<file path="src/rtl/oam_dma_initiator_if.sv">
`default_nettype none
// +----------------------------------------------------------------------------+
// | oam_dma_initiator_if : 8-bit DataBus seen from an initiator (master) port  |
// | Revision : 1.0                                                             |
// +----------------------------------------------------------------------------+
interface oam_dma_initiator_if #(
    parameter int ADDR_SIZE = 16,
    parameter int DATA_SIZE = 8
);
    logic                 req;
    logic                 gnt;
    logic [ADDR_SIZE-1:0] addr;
    logic [DATA_SIZE-1:0] wdata;
    logic                 rd;
    logic                 wr;
    logic [DATA_SIZE-1:0] rdata;
    logic                 rvalid;

    modport master (
        output req, addr, wdata, rd, wr,
        input  gnt, rdata, rvalid
    );

    modport slave (
        input  req, addr, wdata, rd, wr,
        output gnt, rdata, rvalid
    );
endinterface
`default_nettype wire

</file>
<file path="src/rtl/oam_dma_initiator.sv">
`default_nettype none
// +----------------------------------------------------------------------------+
// | oam_dma_initiator : OAM DMA bus master, read/write byte copy to DST_BASE   |
// | Revision : 1.0                                                             |
// +----------------------------------------------------------------------------+
module oam_dma_initiator #(
    parameter int                   ADDR_SIZE = 16,
    parameter int                   DATA_SIZE = 8,
    parameter logic [ADDR_SIZE-1:0] TRIG_ADDR = 16'hFF46,
    parameter logic [ADDR_SIZE-1:0] DST_BASE  = 16'hFE00,
    parameter int                   LENGTH    = 160,
    parameter logic [DATA_SIZE-1:0] OPEN_BUS  = 8'hFF
) (
    input  wire logic                 clk,
    input  wire logic                 reset_n,
    input  wire logic                 cfg_wr,
    input  wire logic [ADDR_SIZE-1:0] cfg_addr,
    input  wire logic [DATA_SIZE-1:0] cfg_wdata,
    output logic      [DATA_SIZE-1:0] cfg_rdata,
    output logic                      busy,
    output logic                      done,
    oam_dma_initiator_if.master       bus
);

    localparam logic [7:0] LAST_IDX = 8'(LENGTH - 1);

    typedef enum logic [2:0] {
        S_IDLE = 3'd0,
        S_REQ  = 3'd1,
        S_RD   = 3'd2,
        S_CAP  = 3'd3,
        S_WR   = 3'd4,
        S_DONE = 3'd5
    } state_t;

    state_t               state;
    logic [DATA_SIZE-1:0] src;
    logic [7:0]           idx;

    logic                 trigger;
    logic [7:0]           idx_nxt;
    logic [ADDR_SIZE-1:0] src_base;
    logic [ADDR_SIZE-1:0] rd_addr_cur;
    logic [ADDR_SIZE-1:0] rd_addr_nxt;
    logic [ADDR_SIZE-1:0] wr_addr;
    logic [DATA_SIZE-1:0] rd_byte;

    assign trigger     = cfg_wr && (cfg_addr == TRIG_ADDR);
    assign idx_nxt     = idx + 8'd1;
    assign src_base    = ADDR_SIZE'({src, 8'h00});
    assign rd_addr_cur = src_base + ADDR_SIZE'(idx);
    assign rd_addr_nxt = src_base + ADDR_SIZE'(idx_nxt);
    assign wr_addr     = DST_BASE + ADDR_SIZE'(idx);
    // An unclaimed read floats the bus; substitute the open-bus value.
    assign rd_byte     = bus.rvalid ? bus.rdata : OPEN_BUS;

    // Outputs are registered alongside the state so each strobe lines up
    // exactly with the cycle its state occupies.
    always_ff @(posedge clk) begin
        if (!reset_n) begin
            state     <= S_IDLE;
            idx       <= '0;
            src       <= '0;
            cfg_rdata <= '0;
            bus.req   <= 1'b0;
            bus.rd    <= 1'b0;
            bus.wr    <= 1'b0;
            bus.addr  <= '0;
            bus.wdata <= '0;
            busy      <= 1'b0;
            done      <= 1'b0;
        end else begin
            bus.rd    <= 1'b0;
            bus.wr    <= 1'b0;
            bus.addr  <= '0;
            bus.wdata <= '0;
            done      <= 1'b0;

            if (trigger) begin
                src       <= cfg_wdata;
                cfg_rdata <= cfg_wdata;
                idx       <= '0;
                state     <= S_REQ;
                bus.req   <= 1'b1;
                busy      <= 1'b1;
            end else begin
                case (state)
                    S_IDLE: begin
                        bus.req <= 1'b0;
                        busy    <= 1'b0;
                    end
                    S_REQ: begin
                        if (bus.gnt) begin
                            state    <= S_RD;
                            bus.rd   <= 1'b1;
                            bus.addr <= rd_addr_cur;
                        end
                    end
                    S_RD: begin
                        state <= S_CAP;
                    end
                    S_CAP: begin
                        state     <= S_WR;
                        bus.wr    <= 1'b1;
                        bus.addr  <= wr_addr;
                        bus.wdata <= rd_byte;
                    end
                    S_WR: begin
                        if (idx == LAST_IDX) begin
                            state   <= S_DONE;
                            done    <= 1'b1;
                            bus.req <= 1'b0;
                            busy    <= 1'b0;
                        end else begin
                            idx <= idx_nxt;
                            // Grant is re-checked only here, between byte pairs.
                            if (bus.gnt) begin
                                state    <= S_RD;
                                bus.rd   <= 1'b1;
                                bus.addr <= rd_addr_nxt;
                            end else begin
                                state <= S_REQ;
                            end
                        end
                    end
                    S_DONE: begin
                        state <= S_IDLE;
                    end
                    default: begin
                        state   <= S_IDLE;
                        bus.req <= 1'b0;
                        busy    <= 1'b0;
                    end
                endcase
            end
        end
    end

endmodule
`default_nettype wire

</file>
<file path="src/flat_wrapper.sv">
// flat-port wrapper written by rule: the top's interface ports become plain ports
module oam_dma_initiator_flat 
#(
    parameter int                   ADDR_SIZE = 16,
    parameter int                   DATA_SIZE = 8,
    parameter logic [ADDR_SIZE-1:0] TRIG_ADDR = 16'hFF46,
    parameter logic [ADDR_SIZE-1:0] DST_BASE  = 16'hFE00,
    parameter int                   LENGTH    = 160,
    parameter logic [DATA_SIZE-1:0] OPEN_BUS  = 8'hFF
)
  (clk, reset_n, cfg_wr, cfg_addr, cfg_wdata, cfg_rdata, busy, done, bus_req, bus_addr, bus_wdata, bus_rd, bus_wr, bus_gnt, bus_rdata, bus_rvalid);
  oam_dma_initiator_if #(.ADDR_SIZE(ADDR_SIZE), .DATA_SIZE(DATA_SIZE)) bus_i ();
  input  wire logic clk;
  input  wire logic reset_n;
  input  wire logic cfg_wr;
  input  wire logic [ADDR_SIZE-1:0] cfg_addr;
  input  wire logic [DATA_SIZE-1:0] cfg_wdata;
  output logic      [DATA_SIZE-1:0] cfg_rdata;
  output logic busy;
  output logic done;
  output wire logic [$bits(bus_i.req)-1:0] bus_req;
  output wire logic [$bits(bus_i.addr)-1:0] bus_addr;
  output wire logic [$bits(bus_i.wdata)-1:0] bus_wdata;
  output wire logic [$bits(bus_i.rd)-1:0] bus_rd;
  output wire logic [$bits(bus_i.wr)-1:0] bus_wr;
  input wire logic [$bits(bus_i.gnt)-1:0] bus_gnt;
  input wire logic [$bits(bus_i.rdata)-1:0] bus_rdata;
  input wire logic [$bits(bus_i.rvalid)-1:0] bus_rvalid;
  assign bus_req = bus_i.req;
  assign bus_addr = bus_i.addr;
  assign bus_wdata = bus_i.wdata;
  assign bus_rd = bus_i.rd;
  assign bus_wr = bus_i.wr;
  assign bus_i.gnt = bus_gnt;
  assign bus_i.rdata = bus_rdata;
  assign bus_i.rvalid = bus_rvalid;
  oam_dma_initiator #(.ADDR_SIZE(ADDR_SIZE), .DATA_SIZE(DATA_SIZE), .TRIG_ADDR(TRIG_ADDR), .DST_BASE(DST_BASE), .LENGTH(LENGTH), .OPEN_BUS(OPEN_BUS)) u_core (.clk(clk), .reset_n(reset_n), .cfg_wr(cfg_wr), .cfg_addr(cfg_addr), .cfg_wdata(cfg_wdata), .cfg_rdata(cfg_rdata), .busy(busy), .done(done), .bus(bus_i));
endmodule
</file>
<file path="config.mk">
export PLATFORM = sky130hd
export DESIGN_NAME = oam_dma_initiator_flat
export DESIGN_NICKNAME = d
export VERILOG_FILES = /design/src/rtl/oam_dma_initiator_if.sv /design/src/rtl/oam_dma_initiator.sv /design/src/flat_wrapper.sv
export SDC_FILE = /design/constraint.sdc
export NUM_CORES = 1
export LEC_CHECK = 0
export CAP_MARGIN = 0
export CORE_MARGIN = 2
export CORE_UTILIZATION = 40
export DETAILED_ROUTE_END_ITERATION = 10
export PLACE_DENSITY = 0.73
export SLEW_MARGIN = 5
export SYNTH_ARGS = -nofsm -noshare
export SYNTH_HDL_FRONTEND = slang
export SYNTH_SLANG_ARGS = --single-unit
</file>
<file path="constraint.sdc">
create_clock -name clk -period 1.8 [get_ports clk]
set_input_delay 0.54 -clock clk [delete_from_list [all_inputs] [get_ports clk]]
set_output_delay 0.54 -clock clk [all_outputs]
set_load 0.01 [all_outputs]
</file>
==> impl_results.md <==
- Status: finished, final reports clean
- Share of total power in the clock network: 0.433
- Cts bufs inserted: 5
- Leakage: 1.429 nW
- GRT Total Usage: 0.1926
- Fin cells: 389
- Synth Cell Area: 2016 um^2
- TritonCTS clock tree: built
- Die Area: 5623 um^2
- Placed cells: 379
- Post-synth net total: 261
- Hold Vio Cnt, Final: 0
- Hold Path Origin: u_core.src[0]
- Routed WL per cell: 13.60 um
- P per Cell Area: 629.5 nW/um^2
- Post-synth EDFFs: 0
- Largest net degree at the start of global routing: 15
- Core footprint: 4786 um^2
- Worst rel slew slack: 0.7613
- Top-area cell type share of the netlist area: 0.4668
- Period utilisation layout: 0.9736
- Die Height: 74.99 um
- # diodes: 0
- WP data required: 1260 ps
- Peak supply drop: 0.0003434 V
- Sw Ratio: 0.1852
- P&R area growth vs syn: 62.69%
- Avg Cell Area, Syn: 9.039 um^2
- Area of the multi-input gates: 1028 um^2
- Rows: 25
- Layout cells sized above 1: 0.1832
- Asr flop ratio synth: 0
- Worst-skew pair later-pin latency: 300 ps
- FILL cells: 396
- CP Capture Type: output port
- Vias in the first global route: 1845
- First-pass GRT wire length: 8211 um
- Hold-fix buffers at CTS: 0
- RR Startpoint: u_core.idx[0]
- CP max-delay cell: clkdlybuf4s50_1
- Synth Warn #: 0
- Top cells by area, synth: dfxtp_1 47%, a21oi_1 6.5%, nand3_1 3.5%, o21ai_0 3.5%, a21boi_0 3.4%
- DRT Wirelength: 5289 um
- Gpl congestion: 0.8035
- Worst Path Buf+Inv: 1
- Register bit total from synthesis: 47
- Endpoints failing setup: 0
- Nets: 359
- Fmax: 0.5706 GHz
- Initial antenna violation count: 0
- Crit start category: flop
- Final Max Tran Viols: 0
- Gate Count Post-Synth: 223
- Crit path launch: u_core.src[2]
- DR vias/cell: 5.188
- Delay-heaviest family, CP: buffers and inverters
- Dominant cell type by area after synthesis: dfxtp_1
- Max stage delay on crit path: 560 ps
- Crit-path cells: clkdlybuf4s50_1
- Hpwl dp: 3863 um
- CP Max Fanout: 3
- Min-delay worst type: reg2reg
- Reg area: 940.9 um^2
- H-tree depth: 2
- Combinational fraction of design power: 0.064
- Vias: 2018
- Synth top cells by count: 47 x dfxtp_1, 26 x a21oi_1, 17 x nor2_1, 14 x nand3_1, 14 x o21ai_0
- Die X: 74.99 um
- Worst EP arrival: 1210 ps
- Part of the Yosys area used for sequential elements: 0.4668
- Root buffer cell: clkbuf_8
- Final setup skew: 8.601 ps
- Post-route DRC: 0
- Initial drt markers: 81
- GR Overflow Total: 0
- Setup CP Type: reg2out
- Int Pwr: 1.682 mW
- Post-layout min period: 1753 ps
- Starting density of the core: 0.4212
- TritonCTS Sinks: 47
- Post-Route Setup TNS: 0 ps
- Buffers on Ports: 73
- Max-Cap Viols: 0
- Synth unique cells: 47
- Worst Max-Slew Pin Slew: 357.0 ps
- Clk slew on worst S/H paths: 80 ps
- Count leader, synth: dfxtp_1
- Flop pwr share: 0.503
- Drt first pass iters: 4
- Net Sw Power: 0.3822 mW
- IO Count: 74
- Ys flop type: dfxtp_1
- Max Buffers Root-to-Sink: 2
- DRT antenna net count: 0
## worst min-delay path, delay by kind of cell, from the launching register on
family | cells | cell delay [ps]
AND/OR/NAND/NOR | 1 | 40
buffers and inverters | 1 | 60
flip-flops | 1 | 350
## registers in the layout (all words and copies together) (netlist names)
register          flops
u_core.bus.addr      16
u_core.bus.rd         1
u_core.bus.req        1
u_core.bus.wdata      8
u_core.bus.wr         1
u_core.done           1
u_core.idx            8
u_core.src            8
u_core.state          3
## per-layer routing
| layer | GRT usage | part of all wire | vias to the layer above |
|---|---|---|---|
| li1 | - | - | 1003 |
| met4 | 0.09325 | 0.016 | 0 |
| met3 | 0.03882 | 0.042 | 7 |
| met2 | 0.3129 | 0.50 | 65 |
| met1 | 0.2446 | 0.44 | 943 |
| met5 | 0 | 0 | - |
## layout by cell type (no fill, tap or decap), types with 2 or more instances in the layout
cell type / synthesis / final
a311oi_1: 3 / 2
and3_1: 5 / 5
nand2_1: 5 / 5
dlymetal6s2s_1: 0 / 20
or3b_1: 2 / 2
nor2_1: 17 / 17
clkbuf_8: 0 / 5
o21ai_1: 2 / 2
nand3_1: 14 / 14
a21oi_1: 26 / 20
clkdlybuf4s50_1: 0 / 53
nand4_1: 2 / 2
buf_6: 1 / 4
buf_4: 1 / 28
nor3_1: 3 / 3
nand4bb_1: 3 / 2
xor2_1: 4 / 4
dfxtp_1: 47 / 47
mux2i_1: 2 / 2
nor2b_1: 4 / 4
a21boi_0: 9 / 9
bufinv_16: 0 / 2
a21oi_2: 2 / 8
o211ai_1: 9 / 9
o21ai_0: 14 / 14
nand2b_1: 3 / 2
inv_1: 10 / 10
## repair_timing
item | in CTS | in global routing
setup buffers | 0 | 1
gates resized for setup | 2 | 33
setup endpoints to repair | 9 | 36
pin swaps | 0 | 6
gates cloned | 0 | 1
## metrics by stage
step	hold WS, ps	area, um^2	total power [mW]	utilization	setup slack [ps]
2_1_floorplan	469.4	2016	1.090	-	110.2
3_3_place_gp	471.8	3000	1.189	0.6269	-331.7
3_5_place_dp	475.4	3000	1.190	0.6269	-351.0
4_1_cts	489.9	3153	2.078	0.6588	3.477
5_1_grt	493.9	3279	2.127	0.6852	-38.42
6_report	500.7	3279	2.064	0.6852	47.45
## path summary, 6_finish.rpt
path	endpoint	slack [ps]	depth (start not counted)
worst max-delay path	cfg_rdata[2]	50	1
worst min register to register	u_core.bus.addr[8]	500	2
worst max register to register	u_core.bus.addr[13]	120	6
worst min-delay path	u_core.bus.addr[8]	500	2
## cell type report
class / instances / area share
well taps: 67 / 0.02556
flip-flops and latches: 47 / 0.2869
multi-input cells: 151 / 0.3136
clock buffers: 6 / 0.02213
inverters: 10 / 0.01145
clock inverters: 2 / 0.01831
repair buffers: 106 / 0.3220
## power groups by stage
stage | clock [mW] | combinational [mW] | sequential [mW]
3_3_place_gp | 0 | 0.125 | 1.06
6_report | 0.895 | 0.131 | 1.04
2_1_floorplan | 0 | 0.0267 | 1.06
5_1_grt | 0.947 | 0.141 | 1.04
4_1_cts | 0.911 | 0.129 | 1.04
3_5_place_dp | 0 | 0.126 | 1.06
## cells by family (layout without fill, tap and decap cells)
| kind of cell | count (synthesis) | count (layout) | synth area share |
|---|---|---|---|
| simple gates | 67 | 67 | 0.1986 |
| mux | 2 | 2 | 0.009932 |
| flops | 47 | 47 | 0.4668 |
| compound gates | 76 | 76 | 0.2409 |
| fa+ha+maj | 1 | 1 | 0.006206 |
| xor+xnor | 5 | 5 | 0.02172 |
| buf+inv | 25 | 124 | 0.05587 |
Power figures use the tool's default switching activity.
